[src/rtl/bnn_seq_pkg.sv]
// Shared opcodes, FSM states, error codes and instruction field positions
// for the BNN instruction sequencer.
package bnn_seq_pkg;

  localparam logic [4:0] OP_NOP   = 5'd0;
  localparam logic [4:0] OP_LDL   = 5'd1;
  localparam logic [4:0] OP_LDH   = 5'd2;
  localparam logic [4:0] OP_ADDI  = 5'd3;
  localparam logic [4:0] OP_CMPGT = 5'd4;
  localparam logic [4:0] OP_JMPB  = 5'd5;
  localparam logic [4:0] OP_LOOP  = 5'd6;
  localparam logic [4:0] OP_ENDL  = 5'd7;
  localparam logic [4:0] OP_CORE  = 5'd8;
  localparam logic [4:0] OP_WAIT  = 5'd9;
  localparam logic [4:0] OP_HALT  = 5'd10;

  typedef enum logic [2:0] {
    ST_IDLE,
    ST_FETCH,
    ST_EXEC,
    ST_ISSUE,
    ST_WAIT,
    ST_HALT,
    ST_ERR
  } state_e;

  localparam logic [1:0] ERR_NONE      = 2'd0;
  localparam logic [1:0] ERR_ILLEGAL   = 2'd1;
  localparam logic [1:0] ERR_OVERFLOW  = 2'd2;
  localparam logic [1:0] ERR_UNDERFLOW = 2'd3;

  localparam int OPC_HI = 15;
  localparam int OPC_LO = 11;
  localparam int RD_HI  = 10;
  localparam int RD_LO  = 8;

endpackage

[src/rtl/bnn_loop_stack.sv]
// Hardware loop stack: each entry holds the loop body start PC and the
// remaining iteration count; the top entry is read out combinationally.
module bnn_loop_stack
  import bnn_seq_pkg::*;
#(
  parameter int PC_W       = 10,
  parameter int LOOP_DEPTH = 4
) (
  input  logic            clk,
  input  logic            rst,
  input  logic            clr,
  input  logic            push,
  input  logic [PC_W-1:0] push_start,
  input  logic [7:0]      push_count,
  input  logic            pop,
  input  logic            dec,
  output logic            full,
  output logic            empty,
  output logic [PC_W-1:0] top_start,
  output logic [7:0]      top_count
);

  localparam int SP_W = $clog2(LOOP_DEPTH + 1);

  logic [SP_W-1:0] sp_q, sp_d, top_idx;
  logic [PC_W-1:0] start_q [LOOP_DEPTH];
  logic [PC_W-1:0] start_d [LOOP_DEPTH];
  logic [7:0]      count_q [LOOP_DEPTH];
  logic [7:0]      count_d [LOOP_DEPTH];

  assign full    = (sp_q == SP_W'(LOOP_DEPTH));
  assign empty   = (sp_q == '0);
  assign top_idx = sp_q - SP_W'(1);

  // When empty, top_idx wraps past the last entry so no slot matches.
  always_comb begin
    top_start = '0;
    top_count = '0;
    for (int i = 0; i < LOOP_DEPTH; i++) begin
      if (top_idx == SP_W'(i)) begin
        top_start = start_q[i];
        top_count = count_q[i];
      end
    end
  end

  always_comb begin
    sp_d    = sp_q;
    start_d = start_q;
    count_d = count_q;
    if (clr) begin
      sp_d = '0;
    end else if (push && !full) begin
      for (int i = 0; i < LOOP_DEPTH; i++) begin
        if (sp_q == SP_W'(i)) begin
          start_d[i] = push_start;
          count_d[i] = push_count;
        end
      end
      sp_d = sp_q + SP_W'(1);
    end else if (pop && !empty) begin
      sp_d = top_idx;
    end else if (dec && !empty) begin
      for (int i = 0; i < LOOP_DEPTH; i++) begin
        if (top_idx == SP_W'(i)) count_d[i] = count_q[i] - 8'd1;
      end
    end
  end

  always_ff @(posedge clk) begin
    if (rst) begin
      sp_q <= '0;
      for (int i = 0; i < LOOP_DEPTH; i++) begin
        start_q[i] <= '0;
        count_q[i] <= '0;
      end
    end else begin
      sp_q    <= sp_d;
      start_q <= start_d;
      count_q <= count_d;
    end
  end

endmodule

[src/rtl/bnn_seq_ctrl.sv]
// BNN accelerator instruction sequencer: fetches 16-bit instructions, runs
// scalar/branch/loop instructions locally and hands CORE commands to the core.
module bnn_seq_ctrl
  import bnn_seq_pkg::*;
#(
  parameter int NREG       = 4,
  parameter int PC_W       = 10,
  parameter int LOOP_DEPTH = 4
) (
  input  logic            clk,
  input  logic            rst,
  input  logic            start,
  input  logic [PC_W-1:0] start_pc,
  output logic            inst_en,
  output logic [PC_W-1:0] inst_addr,
  input  logic [15:0]     inst_rdata,
  output logic            cmd_valid,
  output logic [10:0]     cmd_data,
  input  logic            cmd_ready,
  input  logic            core_busy,
  output logic            busy,
  output logic            done,
  output logic            error,
  output logic [1:0]      err_code,
  input  logic [2:0]      dbg_sel,
  output logic [15:0]     dbg_data
);

  state_e          state_q, state_d;
  logic [PC_W-1:0] pc_q, pc_d, pc_inc;
  logic [15:0]     regs_q [NREG];
  logic [15:0]     regs_d [NREG];
  logic            flag_q, flag_d;
  logic [10:0]     cmd_data_q, cmd_data_d;
  logic            done_q, done_d, error_q, error_d;
  logic [1:0]      err_code_q, err_code_d;
  logic            busy_q, busy_d, inst_en_q, inst_en_d, cmd_valid_q, cmd_valid_d;

  logic [4:0]      opc;
  logic [2:0]      rd;
  logic [7:0]      imm;
  logic [15:0]     rd_val, reg_wdata;
  logic            rd_ok, rd_op, reg_we, fault;
  logic [1:0]      fault_code;

  logic            stk_clr, stk_push, stk_pop, stk_dec, stk_full, stk_empty;
  logic [PC_W-1:0] stk_top_start;
  logic [7:0]      stk_top_count, loop_count;

  assign opc        = inst_rdata[OPC_HI:OPC_LO];
  assign rd         = inst_rdata[RD_HI:RD_LO];
  assign imm        = inst_rdata[7:0];
  assign rd_ok      = (int'(rd) < NREG);
  assign rd_op      = opc inside {OP_LDL, OP_LDH, OP_ADDI, OP_CMPGT};
  assign pc_inc     = pc_q + PC_W'(1);
  assign loop_count = (imm == 8'd0) ? 8'd1 : imm;

  bnn_loop_stack #(
    .PC_W       (PC_W),
    .LOOP_DEPTH (LOOP_DEPTH)
  ) u_loop_stack (
    .clk        (clk),
    .rst        (rst),
    .clr        (stk_clr),
    .push       (stk_push),
    .push_start (pc_inc),
    .push_count (loop_count),
    .pop        (stk_pop),
    .dec        (stk_dec),
    .full       (stk_full),
    .empty      (stk_empty),
    .top_start  (stk_top_start),
    .top_count  (stk_top_count)
  );

  always_comb begin
    rd_val   = '0;
    dbg_data = '0;
    for (int i = 0; i < NREG; i++) begin
      if (rd == 3'(i))      rd_val   = regs_q[i];
      if (dbg_sel == 3'(i)) dbg_data = regs_q[i];
    end
  end

  always_comb begin
    state_d    = state_q;
    pc_d       = pc_q;
    regs_d     = regs_q;
    flag_d     = flag_q;
    cmd_data_d = cmd_data_q;
    done_d     = done_q;
    error_d    = error_q;
    err_code_d = err_code_q;
    stk_clr    = 1'b0;
    stk_push   = 1'b0;
    stk_pop    = 1'b0;
    stk_dec    = 1'b0;
    reg_we     = 1'b0;
    reg_wdata  = '0;
    fault      = 1'b0;
    fault_code = ERR_NONE;

    case (state_q)
      ST_IDLE, ST_HALT, ST_ERR: begin
        if (start) begin
          state_d    = ST_FETCH;
          pc_d       = start_pc;
          flag_d     = 1'b0;
          stk_clr    = 1'b1;
          done_d     = 1'b0;
          error_d    = 1'b0;
          err_code_d = ERR_NONE;
          for (int i = 0; i < NREG; i++) regs_d[i] = '0;
        end
      end
      ST_FETCH: state_d = ST_EXEC;
      ST_EXEC: begin
        state_d = ST_FETCH;
        pc_d    = pc_inc;
        if (rd_op && !rd_ok) begin
          fault      = 1'b1;
          fault_code = ERR_ILLEGAL;
        end else begin
          case (opc)
            OP_NOP: ;
            OP_LDL: begin
              reg_we    = 1'b1;
              reg_wdata = {rd_val[15:8], imm};
            end
            OP_LDH: begin
              reg_we    = 1'b1;
              reg_wdata = {imm, rd_val[7:0]};
            end
            OP_ADDI: begin
              reg_we    = 1'b1;
              reg_wdata = rd_val + {8'd0, imm};
            end
            OP_CMPGT: flag_d = (rd_val > {8'd0, imm});
            OP_JMPB:  if (flag_q) pc_d = pc_q - PC_W'(inst_rdata[10:0]);
            OP_LOOP: begin
              if (stk_full) begin
                fault      = 1'b1;
                fault_code = ERR_OVERFLOW;
              end else begin
                stk_push = 1'b1;
              end
            end
            OP_ENDL: begin
              if (stk_empty) begin
                fault      = 1'b1;
                fault_code = ERR_UNDERFLOW;
              end else if (stk_top_count > 8'd1) begin
                stk_dec = 1'b1;
                pc_d    = stk_top_start;
              end else begin
                stk_pop = 1'b1;
              end
            end
            OP_CORE: begin
              cmd_data_d = inst_rdata[10:0];
              state_d    = ST_ISSUE;
              pc_d       = pc_q;
            end
            OP_WAIT: begin
              state_d = ST_WAIT;
              pc_d    = pc_q;
            end
            OP_HALT: begin
              state_d = ST_HALT;
              pc_d    = pc_q;
              done_d  = 1'b1;
            end
            default: begin
              fault      = 1'b1;
              fault_code = ERR_ILLEGAL;
            end
          endcase
        end
      end
      ST_ISSUE: begin
        if (cmd_ready) begin
          pc_d    = pc_inc;
          state_d = ST_FETCH;
        end
      end
      ST_WAIT: begin
        if (!core_busy) begin
          pc_d    = pc_inc;
          state_d = ST_FETCH;
        end
      end
      default: state_d = ST_IDLE;
    endcase

    // A fault leaves the PC on the offending instruction for inspection.
    if (fault) begin
      state_d    = ST_ERR;
      pc_d       = pc_q;
      error_d    = 1'b1;
      err_code_d = fault_code;
    end
    if (reg_we) begin
      for (int i = 0; i < NREG; i++) begin
        if (rd == 3'(i)) regs_d[i] = reg_wdata;
      end
    end

    busy_d      = state_d inside {ST_FETCH, ST_EXEC, ST_ISSUE, ST_WAIT};
    inst_en_d   = (state_d == ST_FETCH);
    cmd_valid_d = (state_d == ST_ISSUE);
  end

  always_ff @(posedge clk) begin
    if (rst) begin
      state_q     <= ST_IDLE;
      pc_q        <= '0;
      flag_q      <= 1'b0;
      cmd_data_q  <= '0;
      done_q      <= 1'b0;
      error_q     <= 1'b0;
      err_code_q  <= ERR_NONE;
      busy_q      <= 1'b0;
      inst_en_q   <= 1'b0;
      cmd_valid_q <= 1'b0;
      for (int i = 0; i < NREG; i++) regs_q[i] <= '0;
    end else begin
      state_q     <= state_d;
      pc_q        <= pc_d;
      flag_q      <= flag_d;
      cmd_data_q  <= cmd_data_d;
      done_q      <= done_d;
      error_q     <= error_d;
      err_code_q  <= err_code_d;
      busy_q      <= busy_d;
      inst_en_q   <= inst_en_d;
      cmd_valid_q <= cmd_valid_d;
      regs_q      <= regs_d;
    end
  end

  assign inst_en   = inst_en_q;
  assign inst_addr = pc_q;
  assign cmd_valid = cmd_valid_q;
  assign cmd_data  = cmd_data_q;
  assign busy      = busy_q;
  assign done      = done_q;
  assign error     = error_q;
  assign err_code  = err_code_q;

endmodule
[config.mk]
export PLATFORM = sky130hd
export DESIGN_NAME = bnn_seq_ctrl
export DESIGN_NICKNAME = d
export VERILOG_FILES = /design/src/rtl/bnn_seq_pkg.sv /design/src/rtl/bnn_loop_stack.sv /design/src/rtl/bnn_seq_ctrl.sv
export SDC_FILE = /design/constraint.sdc
export NUM_CORES = 1
export LEC_CHECK = 0
export CAP_MARGIN = 20
export CORE_UTILIZATION = 32
export DETAILED_ROUTE_END_ITERATION = 10
export GPL_TIMING_DRIVEN = 0
export REMOVE_ABC_BUFFERS = 1
export SYNTH_ARGS = -nofsm -noshare
export SYNTH_HDL_FRONTEND = slang
export SYNTH_HIERARCHICAL = 1
export SYNTH_SLANG_ARGS = --single-unit
[constraint.sdc]
create_clock -name clk -period 8.9 [get_ports clk]
set_input_delay 1.78 -clock clk [delete_from_list [all_inputs] [get_ports clk]]
set_output_delay 1.78 -clock clk [all_outputs]
set_load 0.02 [all_outputs]
=== After elaboration in Yosys (flattened, before gate mapping) ===
Index checks and enable logic that the tools add are counted.

* Memories: 0
* Input bits: 34
* Bits in writable memories: 0
* ROM bits: 0
* Output and inout port bits: 44
* Word-level logic and storage cells: 224
* Bits in latches: 0
* Bits in registers: 171

* Mux-type cells: 97
* Magnitude comparators: 3
* $mul: 0
* $add $sub $neg: 9
* Equality and inequality tests: 45
* Bitwise operators: 3
* Reductions and logical operators: 44
* Divide/modulo/power cells: 0
* Shift-type cells: 0

{| class="wikitable"
|+ Operators by type and width
! kind !! count
|-
| $mux W16 || 14
|-
| $mux W64 || 3
|-
| $mux W10 || 11
|-
| $mux W8 || 13
|-
| $mux W32 || 3
|-
| $pmux W16 S3 || 1
|-
| $pmux W10 S4 || 1
|-
| $eq A3 B2 Y1 const B || 12
|-
| $sub A8 B1 Y8 const B || 4
|-
| $mux W1 || 30
|-
| $pmux W10 S3 || 1
|-
| $mux W3 || 7
|-
| $eq A5 B3 Y1 const B || 4
|-
| $reduce_and A5 Y1 || 4
|-
| $eq A3 B1 Y1 const B || 6
|-
| $reduce_bool A2 Y1 || 9
|-
| $add A16 B8 Y16 || 1
|-
| $gt A16 B8 Y1 || 1
|-
| $ne A2 B2 Y1 const B || 8
|-
| $eq A3 B3 Y1 const B || 5
|-
| $eq A5 B4 Y1 const B || 3
|-
| $logic_not A3 Y1 || 5
|-
| $pmux W3 S5 || 1
|-
| $reduce_and A3 Y1 || 5
|-
| 27 further kinds || 49
|}

=== Logic depth before layout (Yosys ltp) ===
* Word-level depth: 16
* Gate-level depth with buffers: 20
* Gate-level depth less buffers: 15

=== Cells and area by module ===
Netlist, hierarchy kept.

{| class="wikitable"
|+ By module, submodules not included
! module !! sequential area each (um^2) !! times used !! cells an instance !! area each (um^2)
|-
| bnn_seq_ctrl || 1921.8 || 1 || 885 || 6998.0
|-
| bnn_loop_stack || 1501.4 || 1 || 563 || 4215.3
|}

=== Worst setup path after synthesis ===
OpenSTA, ideal clock, no wires.

* Path kind: input port to output port
* Start point: in dbg_sel[0]
* End point: out dbg_data[12]
* Setup slack: 3688 ps
* Cell stages on the path: 4
* Path buffers: 2
* Required time: 7120 ps
* Arrival time: 3432 ps
* Path through: clkbuf_1 buf_1 mux4_2 nor2b_1

* Cells in the longest elaborated chain, start to end: 5
* Elaborated cells on any way between the ends: 8
* Classes of those cells: eq/ne: 3; mux: 4; reduce/logical: 1

{| class="wikitable"
|+ RTL lines
! element !! line !! RTL
|-
| from (decl) || bnn_seq_ctrl.sv:25 || <nowiki>input logic [2:0] dbg_sel,</nowiki>
|-
| $logic_not A3 Y1 || bnn_seq_ctrl.sv:81 || <nowiki>if (dbg_sel == 3'(i)) dbg_data = regs_q[i];</nowiki>
|-
| $mux W16 (3 in a row) || bnn_seq_ctrl.sv:81 ||
|-
| $mux W16 * || bnn_seq_ctrl.sv:81 ||
|-
| to (decl) || bnn_seq_ctrl.sv:26 || <nowiki>output logic [15:0] dbg_data</nowiki>
|}

Mark *: on every way between the ends. The rest lies on a longest branch, timed or not.

=== Worst setup path in the final report ===
* Start point: in inst_rdata[12]
* End point: reg u_loop_stack/start_q[32] in the netlist's numbering

* Cells in the longest elaborated chain, start to end: 7
* Elaborated cells on any way between the ends: 12
* Classes of those cells: eq/ne: 5; mux: 3; reduce/logical: 4

{| class="wikitable"
|+ RTL lines
! element !! line !! RTL
|-
| from (decl) || bnn_seq_ctrl.sv:16 || <nowiki>input logic [15:0] inst_rdata,</nowiki>
|-
| $eq A5 B1 Y1, or another cell as far along || bnn_seq_ctrl.sv:54 || <nowiki>assign rd_op = opc inside {OP_LDL, OP_LDH, OP_ADDI, OP_CMPGT};</nowiki>
|-
| $reduce_bool A4 Y1 || bnn_seq_ctrl.sv:54 ||
|-
| $logic_and A1 B1 Y1 || bnn_seq_ctrl.sv:120 || <nowiki>if (rd_op && !rd_ok) begin</nowiki>
|-
| $mux W1 * || bnn_seq_ctrl.sv:120 ||
|-
| $mux W1 * || bnn_seq_ctrl.sv:103 || <nowiki>case (state_q)</nowiki>
|-
| named net stk_push || bnn_seq_ctrl.sv:46 || <nowiki>logic stk_clr, stk_push, stk_pop, stk_dec, stk_full, stk_empty;</nowiki>
|-
| $logic_and A1 B1 Y1 * || bnn_loop_stack.sv:53 || <nowiki>end else if (push && !full) begin</nowiki>
|-
| $reduce_and A3 Y1 (no source line) * || - ||
|-
| to (signal assigned) || bnn_loop_stack.sv:79 || <nowiki>start_q <= start_d;</nowiki>
|-
| to (decl) || bnn_loop_stack.sv:26 || <nowiki>logic [PC_W-1:0] start_q [LOOP_DEPTH];</nowiki>
|}

Mark *: on every way through the listed nets, which the timed path passes. The rest lies on a longest branch.
A chain may end at the register's enable or synchronous reset.

==> impl_results.md <==
- Worst skew pair latency: 0.46 ns
- Final #Nets: 1,521
- Final Skew: approximately 0.020 ns
- Die H: approximately 190 um
- Resized Gates After CTS: 0
- Worst-margin pin slew: 1.08 ns
- Critical path peak fanout: 26
- Full die area: 35,700 um2
- TNS Setup: 0 ns
- YS warnings: 6
- Worst path max stage delay: 0.95 ns
- Synth Cell Area: ~11,000 um2
- Cell mode on critical path: nand2_1
- Max Fclk: roughly 160 MHz
- Post-route cell area: 12,900 um2
- Net Sw Frac: 32.9%
- Total setup buffers inserted after CTS: 0
- Worst ir drop on vdd: between 0.1 and 0.15 mV
- Final clock period utilization by the worst path: a little under three quarters
- Num CTS Buffers: 17
- H-tree levels: 4
- Maximum buffer depth of the clock tree: 2
- Buffers on Ports: 77
- DP HPWL: 25,900 um
- Initial antenna violation count: 0
- Die Span X: 189 um
- Comb power frac: a little over a fifth
- Layout cells sized above 1: between 7 and 8%
- Hold buffer count at CTS: 0
- Worst Path Required: 9.21 ns
- Hold EP: u_loop_stack/start_q[15]
- Setup CP Type: in2reg
- Reg2reg end: u_loop_stack/count_q[5]
- Internal: 1.38 mW
- Setup slack, reg-to-reg: ~3.2 ns
- Startpoint Class: primary input
- CP Cell Sequence: clkdlybuf4s50_1 -> nor2_1 -> xnor2_1 -> nand3_1 -> nand2_1 -> nor4bb_1 -> buf_2 -> a21bo_2 -> nor2_1 -> nand2_1 -> nand2_1 -> a21oi_1
- Area grow syn2layout: 15.6%
- Lkg Pwr: 4.31 nW
- Initial DRC count: about 1,200
- Gr usage total: 20.6%
- Switch Pwr: 0.677 mW
- Clock sinks: 171
- Placement Cell Area: 12,300 um2
- Power Density: approximately 160 nW/um2
- Final Hold Vio Count: 0
- Ant diodes: 0
- Starting density of the core: 32.5%
- Slew Limit Fails: 0
- Sequential share of power: between 40% and 50%
- First-pass GRT wire length: between 50,000 and 60,000 um
- Most common cell after layout, fill and taps aside: nand2_1
- # IOs: approximately 80
- R2R depth: 15
- Core ar.: 34,500 um2
- Worst r2r src: u_loop_stack/sp_q[1]
- CTS clk-pin slew, worst paths: 0.07 ns
- Hold WS: ~0.45 ns
- Grt ovf: 0
- Drt pass-1 iters: 5
- WP data arrival: 6.71 ns
- Total power: 2.06 mW
- Hold depth: 2
- Buffers and inverters on the worst path: 2
- Worst min-delay path category: reg2reg
- Largest net degree at the start of global routing: 72
- CTS tree: built
- CP top delay family: simple AND/OR/NAND/NOR gates
- Slew HR: 27.8%
- RSZ-0062 raised after global routing: false
- Clock root cell: clkbuf_16
- Final setup viols: 0
- Cell Rows: 68
- Syn_area_per_cell: 7.75 um2
- Commonest cells after routing, fill and taps aside: 211 x nand2_1, 171 x dfxtp_1, 155 x a21oi_1
- Post-route ant nets: 0
- Critical-path top delay cell: clkdlybuf4s50_1
- Via count: 11,300
- Setup crit end kind: register
- Vias per cell: 5.91
- Number of max-cap violations: 0
- Final wirelength: 37,100 um
- HP Start: u_loop_stack/start_q[15]
- Vias in the first global route: 10,300
- DRC viols: 0
- Post-DR wirelength/cell: 19.3 um
- Proportion of power drawn by the clock network: 38.5%
- Gpl congestion: 0.885
- Period minus WS final: 6.40 ns
- Post-Synthesis Cells: 1,445
- Status: finished clean
==> cell type report <==
type / count / area [um2]
Multi-Input combinational cell: 1119 / 7170
Tap cell: 455 / 569
Sequential cell: 171 / 3420
Inverter: 49 / 184
Fill cell: 3576 / 21500
Clock inverter: 14 / 170
Timing Repair Buffer: 91 / 985
Clock buffer: 18 / 439
==> power groups by stage <==
stage               Sequential [mW]  Clock [mW]  Combinational, mW
CTS                           0.828       0.806              0.434
floorplan                     0.851           0              0.226
detailed placement            0.846           0              0.431
global route                  0.833       0.841              0.475
finish                        0.829       0.794              0.437
global placement              0.845           0              0.409
==> metrics by stage <==
step	setup slack (ns)	cells	utilization, %
global route	2.12	1917	37.5
finish	2.50	1917	37.5
global placement	-2.12	1871	35.1
CTS	2.62	1916	37.5
detailed placement	2.16	1884	35.7
floorplan	2.22	1339	-
==> worst max-delay path by stage <==
stage | slack (ns) | end | cells after the start | startpoint
after CTS | 2.62 | u_loop_stack/start_q[32] | 12 | inst_rdata[12]
after detailed placement | 2.16 | u_loop_stack/start_q[32] | 12 | inst_rdata[12]
after floorplan | 2.22 | u_loop_stack/count_q[3] | 9 | inst_rdata[12]
after global placement | -2.12 | u_loop_stack/count_q[3] | 10 | inst_rdata[11]
final | 2.50 | u_loop_stack/start_q[32] | 12 | inst_rdata[12]
after global routing | 2.12 | u_loop_stack/start_q[0] | 12 | inst_rdata[12]
==> flip-flops by register name, indices dropped and copies added, names as in the netlist <==
register              flops
flag_q                    1
inst_en                   1
cmd_data                 11
err_code                  2
state_q                   3
inst_addr                10
error                     1
u_loop_stack/sp_q         3
regs_q                   64
cmd_valid                 1
busy                      1
u_loop_stack/start_q     40
u_loop_stack/count_q     32
done                      1
==> routing by layer <==
layer	track usage (%)	routed length, um
met1	28.7	17200
met2	32.1	17100
met3	3.15	1900
met4	7.17	867
met5	0	0
==> tightest hold or removal path, delay by kind of cell (launching register included) <==
family | cells | cell delay, ns
AO/OA/AOI/OAI | 1 | 0.05
flip-flops | 1 | 0.31
AND/OR/NAND/NOR | 1 | 0.05
Power figures use the tool's default switching activity.
